`config.mk`:
```
export PLATFORM = sky130hd
export DESIGN_NAME = toggle_frame_decoder
export DESIGN_NICKNAME = d
export VERILOG_FILES = /design/src/rtl/toggle_frame_decoder_pkg.sv /design/src/rtl/toggle_frame_decoder_strobe_timer.sv /design/src/rtl/toggle_frame_decoder.sv
export SDC_FILE = /design/constraint.sdc
export NUM_CORES = 1
export LEC_CHECK = 0
export CAP_MARGIN = 20
export CORE_MARGIN = 3
export CORE_UTILIZATION = 53
export DETAILED_ROUTE_END_ITERATION = 7
export PLACE_DENSITY_LB_ADDON = 0.1
export SLEW_MARGIN = 20
export SYNTH_ARGS = -nofsm -noshare
export SYNTH_HDL_FRONTEND = slang
export SYNTH_SLANG_ARGS = --single-unit
```
`constraint.sdc`:
```
create_clock -name clk -period 2.35 [get_ports clk]
set_input_delay 0.705 -clock clk [delete_from_list [all_inputs] [get_ports clk]]
set_output_delay 0.705 -clock clk [all_outputs]
set_load 0.005 [all_outputs]
```
`src/rtl/toggle_frame_decoder_pkg.sv`:
```
// toggle_frame_decoder_pkg: state encoding and frame constants shared by the decoder
package toggle_frame_decoder_pkg;
  localparam logic [1:0] S_IDLE  = 2'd0;
  localparam logic [1:0] S_LOAD  = 2'd1;
  localparam logic [1:0] S_PULSE = 2'd2;
  localparam logic [1:0] S_GAP   = 2'd3;
  localparam logic [7:0] HEADER    = 8'h54;
  localparam logic [3:0] FRAME_LEN = 4'd8;
endpackage

```
`src/rtl/toggle_frame_decoder_strobe_timer.sv`:
```
// strobe_timer: loadable down-counter that flags the last cycle of a timed phase
// ports: clk, rst, load (take count), count (phase length in cycles), done (final cycle of phase)
module strobe_timer (
  input  logic       clk,
  input  logic       rst,
  input  logic       load,
  input  logic [7:0] count,
  output logic       done
);
  logic [7:0] cnt;
  always_ff @(posedge clk)
    if (rst) cnt <= '0;
    else if (load) cnt <= count;
    else if (cnt != 8'd0) cnt <= cnt - 8'd1;
  assign done = cnt == 8'd1;
endmodule

```
`src/rtl/toggle_frame_decoder.sv`:
```
// toggle_frame_decoder: turns 'T'-headed 8-byte frames into a timed toggle strobe plus 64-bit mask
// ports: clk, rst, in_data/in_valid/in_ready (byte stream), toggle_mask/toggle_enable (pin controller),
//        busy (not idle), timeout_err (partial frame dropped; only with TOGGLE_FRAME_TIMEOUT_EN)
module toggle_frame_decoder
  import toggle_frame_decoder_pkg::*;
#(
  parameter int PULSE_CYCLES   = 2,
  parameter int GAP_CYCLES     = 2,
  parameter int TIMEOUT_CYCLES = 1000000
) (
  input  logic        clk,
  input  logic        rst,
  input  logic [7:0]  in_data,
  input  logic        in_valid,
  output logic        in_ready,
  output logic [63:0] toggle_mask,
  output logic        toggle_enable,
  output logic        busy,
  output logic        timeout_err
);
  logic [1:0]  state;
  logic [63:0] staging;
  logic [3:0]  byte_cnt;
  logic        accept, last, done, tmo;
  // outputs are gated by rst so they read inactive during the reset cycle itself
  assign in_ready      = !rst && (state == S_IDLE || state == S_LOAD);
  assign busy          = !rst && state != S_IDLE;
  assign toggle_enable = !rst && state == S_PULSE;
  assign accept        = in_valid && in_ready;
  assign last          = accept && state == S_LOAD && byte_cnt == FRAME_LEN - 4'd1;
  strobe_timer u_timer (
    .clk   (clk),
    .rst   (rst),
    .load  (last || (state == S_PULSE && done)),
    .count (last ? 8'(PULSE_CYCLES) : 8'(GAP_CYCLES)),
    .done  (done)
  );
  always_ff @(posedge clk)
    if (rst) begin
      state       <= S_IDLE;
      staging     <= '0;
      byte_cnt    <= '0;
      toggle_mask <= '0;
    end else
      case (state)
        S_IDLE: if (accept && in_data == HEADER) begin
          state    <= S_LOAD;
          byte_cnt <= '0;
        end
        S_LOAD: if (accept) begin
          staging  <= {staging[55:0], in_data};
          byte_cnt <= byte_cnt + 4'd1;
          if (last) begin
            state       <= S_PULSE;
            toggle_mask <= {staging[55:0], in_data};
          end
        end else if (tmo) begin
          state   <= S_IDLE;
          staging <= '0;
        end
        S_PULSE: if (done) state <= S_GAP;
        default: if (done) state <= S_IDLE;
      endcase
`ifdef TOGGLE_FRAME_TIMEOUT_EN
  localparam int TW = $clog2(TIMEOUT_CYCLES + 1);
  logic [TW-1:0] idle_cnt;
  // idle_cnt holds the number of byte-less LOAD cycles already elapsed
  assign tmo = state == S_LOAD && !accept && idle_cnt == TW'(TIMEOUT_CYCLES - 1);
  always_ff @(posedge clk) begin
    idle_cnt    <= (rst || state != S_LOAD || accept || tmo) ? '0 : idle_cnt + TW'(1);
    timeout_err <= !rst && tmo;
  end
`else
  assign tmo         = 1'b0;
  assign timeout_err = 1'b0;
`endif
endmodule

```
==> flow_summary.yaml <==
placement:
  detailed_place_hpwl_microns: 7160
  globalplace.congestion: 0.801
  pre_cts_ws_ns: -0.215
  post-place-cells: 773
  port_buffers: 77
  detailed_place.area_sq_um: 5820
critical_path:
  data_arrival_time_of_the_critical_path_ns: 1.48
  worstRegToRegCells: 4
  critical_path_start_end_classification: "flip-flop to output pin"
  critical_path.startpoint_type: "flip-flop"
  worst_ep_required_time_ns: 1.64
  worstReg2RegStart: "u_timer.cnt[2]$_SDFFE_PP0P_"
  worstPathMaxFanout: 5
  critical_path.endpoint_type: "output pin"
  timing.reg2reg.setup_slack_ns: 0.60
  worst_r2r_endpoint: "state[0]$_SDFFE_PP0P_"
yosys:
  post_synth.cell_area_avg_sq_um: 7.99
  synthSimpleGateAreaFrac_pct: 23.4
  synth_enable_flop_cells: 0
  synth_cells: 620
  post_synth_mux_area_share_pct: 0.202
  netlist_top_cells_area: "sky130_fd_sc_hd__dfxtp_1 54%, sky130_fd_sc_hd__nand2_1 19%, sky130_fd_sc_hd__a21oi_1 13%"
  seq_area_frac_synth_pct: 54.1
  synth.cell_area_sq_um: 4950
  yosys_most_used_dff: "sky130_fd_sc_hd__dfxtp_1"
  synth_top_area_share_pct: 54.1
  synth_xor_xnor_area_share_pct: 0.884
  complex_gate_fraction_of_the_synthesized_area_pct: 15.2
  yosys_warnings: 0
  synth.lib_cells_used.distinct: 42
  synth_top_family_by_area: "simple AND/OR/NAND/NOR gates"
  synth_largest_area_cell: "sky130_fd_sc_hd__dfxtp_1"
  synth_fp_nets: 638
  synth.ff_latch_count: 134
  synthAdderAreaFrac_pct: 1.77
  synth_async_sr_flop_share_pct: 0
routing:
  route.final.wire_length_microns: 11400
  post_drt_via_cell_ratio: 5.37
  routed-via-count: 4336
  detail_route.drc_violations: 0
  drt-initial-drc-count: 161
  dr.pass1.iters: 4
  antenna_violating_nets_post_route: 0
  routedWlPerCell_microns: 14.1
sta:
  relSlewSlack_pct: 52.7
  fin_hold_ws_ns: 0.452
  post-route-min-period_ns: 2.19
  worst-slew-pin-transition_ns: 0.710
  timing.final.hold_violations: 0
  final_critical_path_setup_slack_ns: 0.161
  rsz0062_at_grt: "no"
  report.final.slew_viol_count: 0
  max_freq_ghz: 0.457
  timing.final.setup_violations: 0
  layout_worst_path_cycle_share_pct: 93.1
  clock-skew-final_ns: 0.00752
min_path:
  hold_path.startpoint: "toggle_mask[41]$_SDFFE_PP0P_"
  hold_end: "toggle_mask[41]$_SDFFE_PP0P_"
  hold_path_class: "flip-flop to flip-flop"
  min_path_cells: 2
grt:
  global_route.usage.total_pct: 22.8
  via_count_of_the_first_global_routing_pass: 4115
  maximum_number_of_pins_on_one_net_before_global_route_repair: 75
  grt_overflow: 0
  grt_first_pass_wirelength_microns: 19100
  antenna_violations_before_repair: 0
flow_run:
  max_cap_violations: 0
cts:
  cts.root.buffer_cell: "sky130_fd_sc_hd__clkbuf_8"
  clock_latency_ns: 0.51
  buffer_levels_on_the_longest_clock_path: 2
  holdBufCountCts: 0
  cts_htree_levels: 4
  cts.clk_slew.worst_paths_ns: 0.06
  cts-buffers-inserted: 17
  tritoncts_clock_tree: "built"
  clock_sink_count: 134
layout:
  n_antenna_cell: 0
  syn_to_final_growth_pct: 31.2
  design.final.nets: 704
  layout.cell_area.non_filler_sq_um: 6500
  final-instance-count-excl-fill: 807
  most_frequent_cells_in_the_layout: "245 x sky130_fd_sc_hd__nand2_1, 132 x sky130_fd_sc_hd__dfxtp_1, 124 x sky130_fd_sc_hd__a21oi_1, 73 x sky130_fd_sc_hd__clkdlybuf4s50_1, 16 x sky130_fd_sc_hd__clkbuf_16"
  drive_above_1_share_pct: 8.87
  layout_commonest_cell: "sky130_fd_sc_hd__nand2_1"
power:
  power.density_nw_per_um2: 869
  p_leak_nw: 2.20
  peakVddDrop_mv: 0.588
  p_total_mw: 5.65
floorplanning:
  die_x_microns: 103
  rows: 34
  dieHeight_microns: 103
  initial_core_utilization_pct: 55.7
  floorplan.die_area_sq_um: 10500
  ios: 79
  core_area_sq_um: 8890
outcome:
  run_status: "completed"
## cells in the mapped netlist, types with 4 or more instances
master and number:
sky130_fd_sc_hd__a21oi_1 124, sky130_fd_sc_hd__buf_2 15, sky130_fd_sc_hd__clkbuf_1 24, sky130_fd_sc_hd__dfxtp_1 134, sky130_fd_sc_hd__ha_1 7, sky130_fd_sc_hd__inv_1 6
sky130_fd_sc_hd__nand2_1 245, sky130_fd_sc_hd__nand2b_1 4, sky130_fd_sc_hd__nand3_1 4, sky130_fd_sc_hd__nor2_1 13
## through the flow
stage | utilization (%) | TNS [ns]
4_1_cts | 73.0 | -0.0766
5_1_grt | 73.1 | 0
3_5_place_dp | 65.4 | -0.810
3_3_place_gp | 65.4 | -0.410
6_report | 73.1 | 0
2_1_floorplan | - | 0
## cell type report
class	instances	area [sq um]
tap	108	135
timing repair buffer	91	923
inverter	6	27.5
multi-input combinational	436	2110
clock buffer	18	418
clock inverter	14	199
fill	680	2390
sequential	134	2690
## worst max-delay path: stages (launching register included)
cell,delay (ns)
sky130_fd_sc_hd__dfxtp_4,0.38
sky130_fd_sc_hd__inv_4,0.05
sky130_fd_sc_hd__ha_4,0.17
sky130_fd_sc_hd__nor2b_1,0.12
sky130_fd_sc_hd__dlygate4sd2_1,0.25
## power by group
group	leakage, nW	internal [mW]	switching, mW
registers	1.08	2.34	0.0841
logic	0.820	0.226	0.265
clock network	0.294	1.74	0.998
total	2.20	4.30	1.35
## layer usage
layer	up-vias	part of all wire (%)	GRT usage, %
li1	2162	-	-
met2	122	51	39.1
met1	2044	43	27.9
met4	0	0.85	7.16
met5	-	0	0
met3	8	5.1	6.36
## sequential cells by signal, indices dropped and copies added (netlist names)
signal	count
toggle_mask	64
state	2
u_timer.cnt	8
staging	56
byte_cnt	4
## worst max path at each step
| stage | startpoint | to | slack (ns) | cells past startpoint |
|---|---|---|---|---|
| finish | state[0]$_SDFFE_PP0P_ | toggle_enable | 0.16 | 4 |
| global route | state[0]$_SDFFE_PP0P_ | in_ready | 0.06 | 5 |
| detailed placement | in_data[0] | state[1]$_SDFFE_PP0P_ | -0.22 | 5 |
| CTS | state[0]$_SDFFE_PP0P_ | busy | -0.08 | 4 |
| global placement | in_data[0] | state[1]$_SDFFE_PP0P_ | -0.15 | 5 |
| floorplan | rst | busy | 0.10 | 4 |
## what timing repair did
action / in CTS / in global routing
pin swaps: 2 / 0
setup endpoints to repair: 3 / 1
buffers inserted: 2 / 0
resized for setup: 14 / 3
## logic make-up (layout without fill, tap and decap cells)
group / Yosys count / count (layout)
and+or+nand+nor: 282 / 282
AOI/OAI and AO/OA: 140 / 140
DFF: 134 / 134
buffers and inverters: 50 / 129
adders and majority gates: 7 / 7
xor gates and xnor gates: 5 / 5
other: 1 / 1
muxes: 1 / 1
Power figures use the tool's default switching activity.
